===== src/rtl/pipe_skid_stage_pkg.sv =====
// pipe_skid_stage_pkg: shared skid-stage state naming for debug and assertions
package pipe_skid_stage_pkg;
  typedef enum logic [1:0] {
    EMPTY = 2'b00,
    ONE   = 2'b01,
    TWO   = 2'b11
  } skid_state_t;
  function automatic skid_state_t skid_state(input logic skid_v, input logic main_v);
    return skid_state_t'({skid_v, main_v});
  endfunction
endpackage


===== src/rtl/pipe_skid_stage.sv =====
// pipe_skid_stage: two-entry skid-buffered pipeline register with registered ready
module pipe_skid_stage
  import pipe_skid_stage_pkg::*;
#(
  parameter int WIDTH = 32,
  parameter logic [WIDTH-1:0] RST_VAL = '0
) (
  input  logic             clk,
  input  logic             rst,
  input  logic             flush,
  input  logic             stall,
  input  logic             in_valid,
  output logic             in_ready,
  input  logic [WIDTH-1:0] in_data,
  output logic             out_valid,
  input  logic             out_ready,
  output logic [WIDTH-1:0] out_data
);
  logic [WIDTH-1:0] main_q, skid_q;
  logic main_v, skid_v, acc, snd;
  assign in_ready  = !skid_v;
  assign out_valid = main_v & !stall;
  assign out_data  = main_q;
  assign acc       = in_valid & in_ready;
  assign snd       = out_valid & out_ready;
  // main holds the head payload; skid absorbs one arrival while the head is blocked
  always_ff @(posedge clk)
    if (rst || flush) begin
      main_v <= 1'b0;
      skid_v <= 1'b0;
      main_q <= RST_VAL;
      skid_q <= RST_VAL;
    end else if (skid_v) begin
      if (snd) begin
        main_q <= skid_q;
        skid_v <= 1'b0;
      end
    end else if (main_v) begin
      if (acc && snd) main_q <= in_data;
      else if (acc) begin
        skid_q <= in_data;
        skid_v <= 1'b1;
      end else if (snd) main_v <= 1'b0;
    end else if (acc) begin
      main_q <= in_data;
      main_v <= 1'b1;
    end
  // skid occupied without a head payload would break ordering
  always_ff @(posedge clk)
    assert (skid_state(skid_v, main_v) != skid_state_t'(2'b10));
endmodule


===== config.mk =====
export PLATFORM = sky130hd
export DESIGN_NAME = pipe_skid_stage
export DESIGN_NICKNAME = d
export VERILOG_FILES = /design/src/rtl/pipe_skid_stage_pkg.sv /design/src/rtl/pipe_skid_stage.sv
export SDC_FILE = /design/constraint.sdc
export NUM_CORES = 1
export LEC_CHECK = 0
export BUFFER_PORTS_ARGS = -buffer_cell sky130_fd_sc_hd__buf_2
export CORE_UTILIZATION = 55
export CTS_BUF_LIST = sky130_fd_sc_hd__clkbuf_4
export DETAILED_ROUTE_END_ITERATION = 7
export GPL_TIMING_DRIVEN = 0
export PLACE_DENSITY = 0.82
export SYNTH_ARGS = -nofsm -noshare
export SYNTH_HDL_FRONTEND = slang
export SYNTH_SLANG_ARGS = --single-unit

===== constraint.sdc =====
create_clock -name clk -period 2.79 [get_ports clk]
set_clock_uncertainty 0.1 [all_clocks]
set_input_delay 0.6975 -clock clk [delete_from_list [all_inputs] [get_ports clk]]
set_output_delay 0.6975 -clock clk [all_outputs]
set_load 0.03 [all_outputs]

======== Word level (Yosys, flattened, before mapping) ========
Index checks and enable logic that the tools add are counted.
word-level totals
  register bits after elaboration ......... 66
  input port bits ......................... 38
  latch bits .............................. 0
  memory bits (writable) .................. 0
  memories ................................ 0
  bits in read-only memories .............. 0
  output and inout bits ................... 34
  logic and storage cells ................. 31
operators by class
  divide/modulo/power cells ............... 0
  muxes and demuxes ....................... 13
  bitwise operators ....................... 5
  multiply operators ...................... 0
  reductions and logical operators ........ 7
  equality and inequality tests ........... 2
  shift-type cells ........................ 0
  $add $sub $neg .......................... 0
  $lt $le $gt $ge ......................... 0
operators with widths
  kind                                                              count
  32-bit 2-to-1 mux                                                 5
  1-bit 2-to-1 mux                                                  8
  4-bit AND reduction                                               1
  1-bit AND                                                         3
  3-bit by 1-bit != test with 1-bit output (second input constant)  1
  3-bit AND reduction                                               1
  3-bit nonzero test                                                1
  1-bit logical NOT                                                 2
  2-bit by 1-bit != test with 1-bit output (second input constant)  1
  1-bit inverter                                                    2
  1-bit logical AND                                                 1
  1-bit logical OR                                                  1

======== Longest topological paths before layout ========
  depth after elaboration ................. 7
  depth in mapped cells ................... 5
  mapped depth without buffers ............ 3

======== Least setup slack after synthesis ========
No wires, ideal clock.
  path type ............................... in2out
  start ................................... in stall
  end ..................................... out out_valid
  arrival time ............................ 1.129 ns
  cell stages on the path ................. 1
  setup slack ............................. 0.863 ns
  data required time ...................... 1.992 ns
  path buffers ............................ 0
  path through ............................ nor2b_1
on the way
  longest elaborated chain between the ends .. 2
RTL lines
  item                RTL line               source
  start: declaration  pipe_skid_stage.sv:11  input logic stall,
  1-bit logical NOT   pipe_skid_stage.sv:22  assign out_valid = main_v & !stall;
  1-bit AND           pipe_skid_stage.sv:22
  end: declaration    pipe_skid_stage.sv:15  output logic out_valid,
Every way passes these cells.

======== Worst setup path in the final report ========
  start ................................... reg skid_v
  end ..................................... out in_ready
on the way
  longest elaborated chain between the ends .. 1
RTL lines
  item                      RTL line               source
  start: declaration        pipe_skid_stage.sv:20  logic main_v, skid_v, acc, snd;
  start signal: assignment  pipe_skid_stage.sv:30  skid_v <= 1'b0;
  start signal: assignment  pipe_skid_stage.sv:36  skid_v <= 1'b0;
  start signal: assignment  pipe_skid_stage.sv:42  skid_v <= 1'b1;
  1-bit logical NOT         pipe_skid_stage.sv:21  assign in_ready = !skid_v;
  end: declaration          pipe_skid_stage.sv:13  output logic in_ready,
Every way passes these cells.

==> Flow_metrics.wiki <==
{| class="wikitable"
! Metric !! Value
|-
| Worst-Skew Late Latency || 0.41 ns
|-
| First-pass iteration count of the detailed router || 6
|-
| Number of nets in the synthesized netlist || 375
|-
| Post-CTS Repair Setup Buffers || 0
|-
| EDFF count, synth || 0
|-
| WL final || between 7000 and 8000 um
|-
| Core region area || 5170 um2
|-
| Global-route wire length before repair || 11600 um
|-
| Vertical die dimension || approximately 76 um
|-
| Data required time of the critical path || 1.99 ns
|-
| Number of maximum-capacitance violations || 0
|-
| Final period util || 0.778
|-
| Final-layout fill cell count || 423
|-
| Cells traversed along the worst timing path || buf_6 > buf_4 > inv_1 > buf_2
|-
| Endpoint type of the worst setup path || primary output
|-
| Total clock sinks || 66
|-
| Instance count of the mapped netlist || 337
|-
| Most common cell after layout, fill and taps aside || buf_2
|-
| Met3 wire len || 353 um
|-
| Sequential cell area in the final layout || 1320 um2
|-
| Final weighted congestion of routability-driven global placement || around 0.8
|-
| Starting density of the core || 0.581
|-
| Global route total overflow || 0
|-
| Clock Root Buffer || clkbuf_4
|-
| Type of the tightest min-delay check || reg -> reg
|-
| DRT antenna net count || 0
|-
| R2R depth || 5
|-
| Start point of the worst hold path || out_data[4]$_SDFFE_PP0P_
|-
| Worst setup path class || reg -> out
|-
| Number of global-route vias before repair || 2469
|-
| Critical path's slowest cell || dfxtp_1
|-
| Met1 wire length || about 3200 um
|-
| Number of distinct library cell variants in the gate-level netlist after synthesis || 22
|-
| Fin Setup TNS || 0 ns
|-
| Final number of max-transition violations || 0
|-
| Number of instances on the worst hold path || 2
|-
| Number of buffers on the longest clock path || 2
|-
| Cell Pwr Density || 560 nW/um2
|-
| Final min period || 2.17 ns
|-
| Switching share of power || 0.252
|-
| Overall Global Routing Usage || 0.250
|-
| Lkg Pwr || 1.51 nW
|-
| Sequential fraction of the synthesis area || 0.439
|-
| Cts repair resizes || 0
|-
| Minimum setup slack among reg-to-reg paths || around 1.2 ns
|-
| Standard-cell rows || 26
|-
| Proportion of register bits with asynchronous set or reset after synthesis || 0
|-
| Worst-case hold path end point || out_data[4]$_SDFFE_PP0P_
|-
| Average wire length per cell after detail routing || ~14 um
|-
| Pin count of the biggest net entering global routing || 12
|-
| Comb power frac || 0.123
|-
| Layout Nets || 457
|-
| Multi-input combinational cell area || approximately 1500 um2
|-
| Relative contribution of sequential cells to total power || 0.479
|-
| Total via count in the routed design || 2704
|-
| Design internal power || 0.00152 W
|-
| Status || completed
|-
| Detailed Place HPWL || 4830 um
|-
| Flip-flop cell with the highest count after synthesis || dfxtp_1
|-
| Maximum level of the CTS H-tree || 3
|-
| Routed vias/inst || 5.47
|-
| Final hold vios || 0
|-
| Net switching power figure || 0.000513 W
|-
| Final hold slack || between 0.3 and 0.4 ns
|-
| RSZ-0062 raised after global routing || false
|-
| Actual transition at the worst max-transition pin || between 0.5 and 0.6 ns
|-
| Area growth syn-to-layout || 20.7%
|-
| Fraction of final layout cells with drive strength greater than 1 || 0.321
|-
| Final setup violation count || 0
|-
| Top achievable clock speed || roughly 460 MHz
|-
| Origin of the critical flop-to-flop path || skid_v$_SDFF_PP0_
|-
| Top fanout value on the critical path || 10
|-
| Number of CTS-inserted buffers || 9
|-
| Highest-count cells in the layout ignoring fill and taps || buf_2, dfxtp_1, nand2_1
|-
| Die span in x || 75.9 um
|-
| Total Die Area || 5770 um2
|-
| Data arrival time of the worst path || 1.37 ns
|-
| Crit-path max cell delay || 0.37 ns
|-
| Detailed router's first-iteration violation count || 150
|-
| Total standard cell area after synthesis || about 3000 um2
|-
| Clock power share || 0.398
|-
| Endpoint of the worst register-to-register path || skid_q[17]$_SDFFE_PP0P_
|-
| Diode count || 0
|-
| Number of antenna violations at the first check in global routing || 0
|-
| Boundary pin count || 72
|-
| Critical path startpoint category || flip-flop
|-
| Clock tree from TritonCTS || done
|-
| Top Layer Used || met4
|-
| # DRC || 0
|-
| Met2 WL || 3430 um
|-
| Hold buffer count at CTS || 0
|-
| Clock transition at the registers of the reported paths || 0.12 ns
|-
| Average cell area after synthesis || 8.92 um2
|-
| Count of input and output buffers || 71
|-
| Slew Limit Headroom || 0.649
|-
| Register bit total from synthesis || 66
|-
| Warnings, synthesis || 0
|-
| Peak ir drop on the vdd network || ~0.00032 V
|}
## layer usage
metal / vias up / GRT usage
met3: 13 / 0.0506
met4: 0 / 0.0923
met1: 1278 / 0.317
li1: 1331 / -
met5: - / 0
met2: 82 / 0.420
## cell families (layout without fill, tap and decap cells)
family                 after synthesis  in the layout  synth area share
buffers and inverters               32            119            0.0587
AND/OR/NAND/NOR                    107            107             0.157
flip-flops                          66             66             0.439
multiplexers                        64             64             0.226
AO/OA/AOI/OAI                       68             68             0.118
## cell type report
type,count,area share
Multi-Input combinational cell,239,0.416
Sequential cell,66,0.364
Timing Repair Buffer,71,0.0979
Buffer,31,0.0476
Clock inverter,6,0.0290
Tap cell,70,0.0241
Clock buffer,10,0.0207
Inverter,1,0.00103
## cell usage after synthesis (all sizes together), types with 2 or more instances
| cell | instances | share of area |
|---|---|---|
| dfxtp | 66 | 0.44 |
| nand2 | 65 | 0.081 |
| a21oi | 34 | 0.057 |
| o21ai | 33 | 0.055 |
| mux2 | 32 | 0.12 |
| mux2i | 32 | 0.11 |
| nand3 | 32 | 0.053 |
| clkbuf | 16 | 0.020 |
| buf | 15 | 0.037 |
| and3b | 2 | 0.0058 |
| nor2 | 2 | 0.0033 |
| nor2b | 2 | 0.0042 |
## how the worst max path moves through the flow
stage                           endpoint              start  slack [ns]  cells after the start
6_report                        in_ready  skid_v$_SDFF_PP0_        0.62                      4
5_1_grt                         in_ready  skid_v$_SDFF_PP0_        0.55                      4
3_3_place_gp   out_data[31]$_SDFFE_PP0P_              flush        0.79                      5
2_1_floorplan                  out_valid              stall        0.86                      1
3_5_place_dp    out_data[9]$_SDFFE_PP0P_              flush        0.76                      5
4_1_cts                         in_ready  skid_v$_SDFF_PP0_        0.60                      4
## critical path: cells and delay by family (launching register included)
kind                   cells  cell delay, ns
flip-flops                 1            0.37
buffers and inverters      4            0.60
## through the flow
step | total power, W | cell area [um2] | setup WS, ns | utilization | cells
2_1_floorplan | 0.00116 | 3010 | 0.863 | - | 337
3_3_place_gp | 0.00124 | 3450 | 0.786 | 0.667 | 478
3_5_place_dp | 0.00124 | 3450 | 0.763 | 0.667 | 478
4_1_cts | 0.00203 | 3630 | 0.600 | 0.702 | 494
5_1_grt | 0.00209 | 3630 | 0.554 | 0.702 | 494
6_report | 0.00203 | 3630 | 0.619 | 0.702 | 494
## flip-flops by register name, summed over array words and instances (netlist names)
register	cells
out_data	32
skid_v	1
skid_q	32
main_v	1
## power groups by stage
stage / Combinational, W / Clock, W / Sequential [W]
CTS: 0.000250 / 0.000811 / 0.000973
global route: 0.000269 / 0.000850 / 0.000976
detailed placement: 0.000248 / 0 / 0.000994
finish: 0.000250 / 0.000810 / 0.000973
global placement: 0.000245 / 0 / 0.000993
floorplan: 0.000133 / 0 / 0.00103
Note: power is estimated with default switching activity, not from simulation.
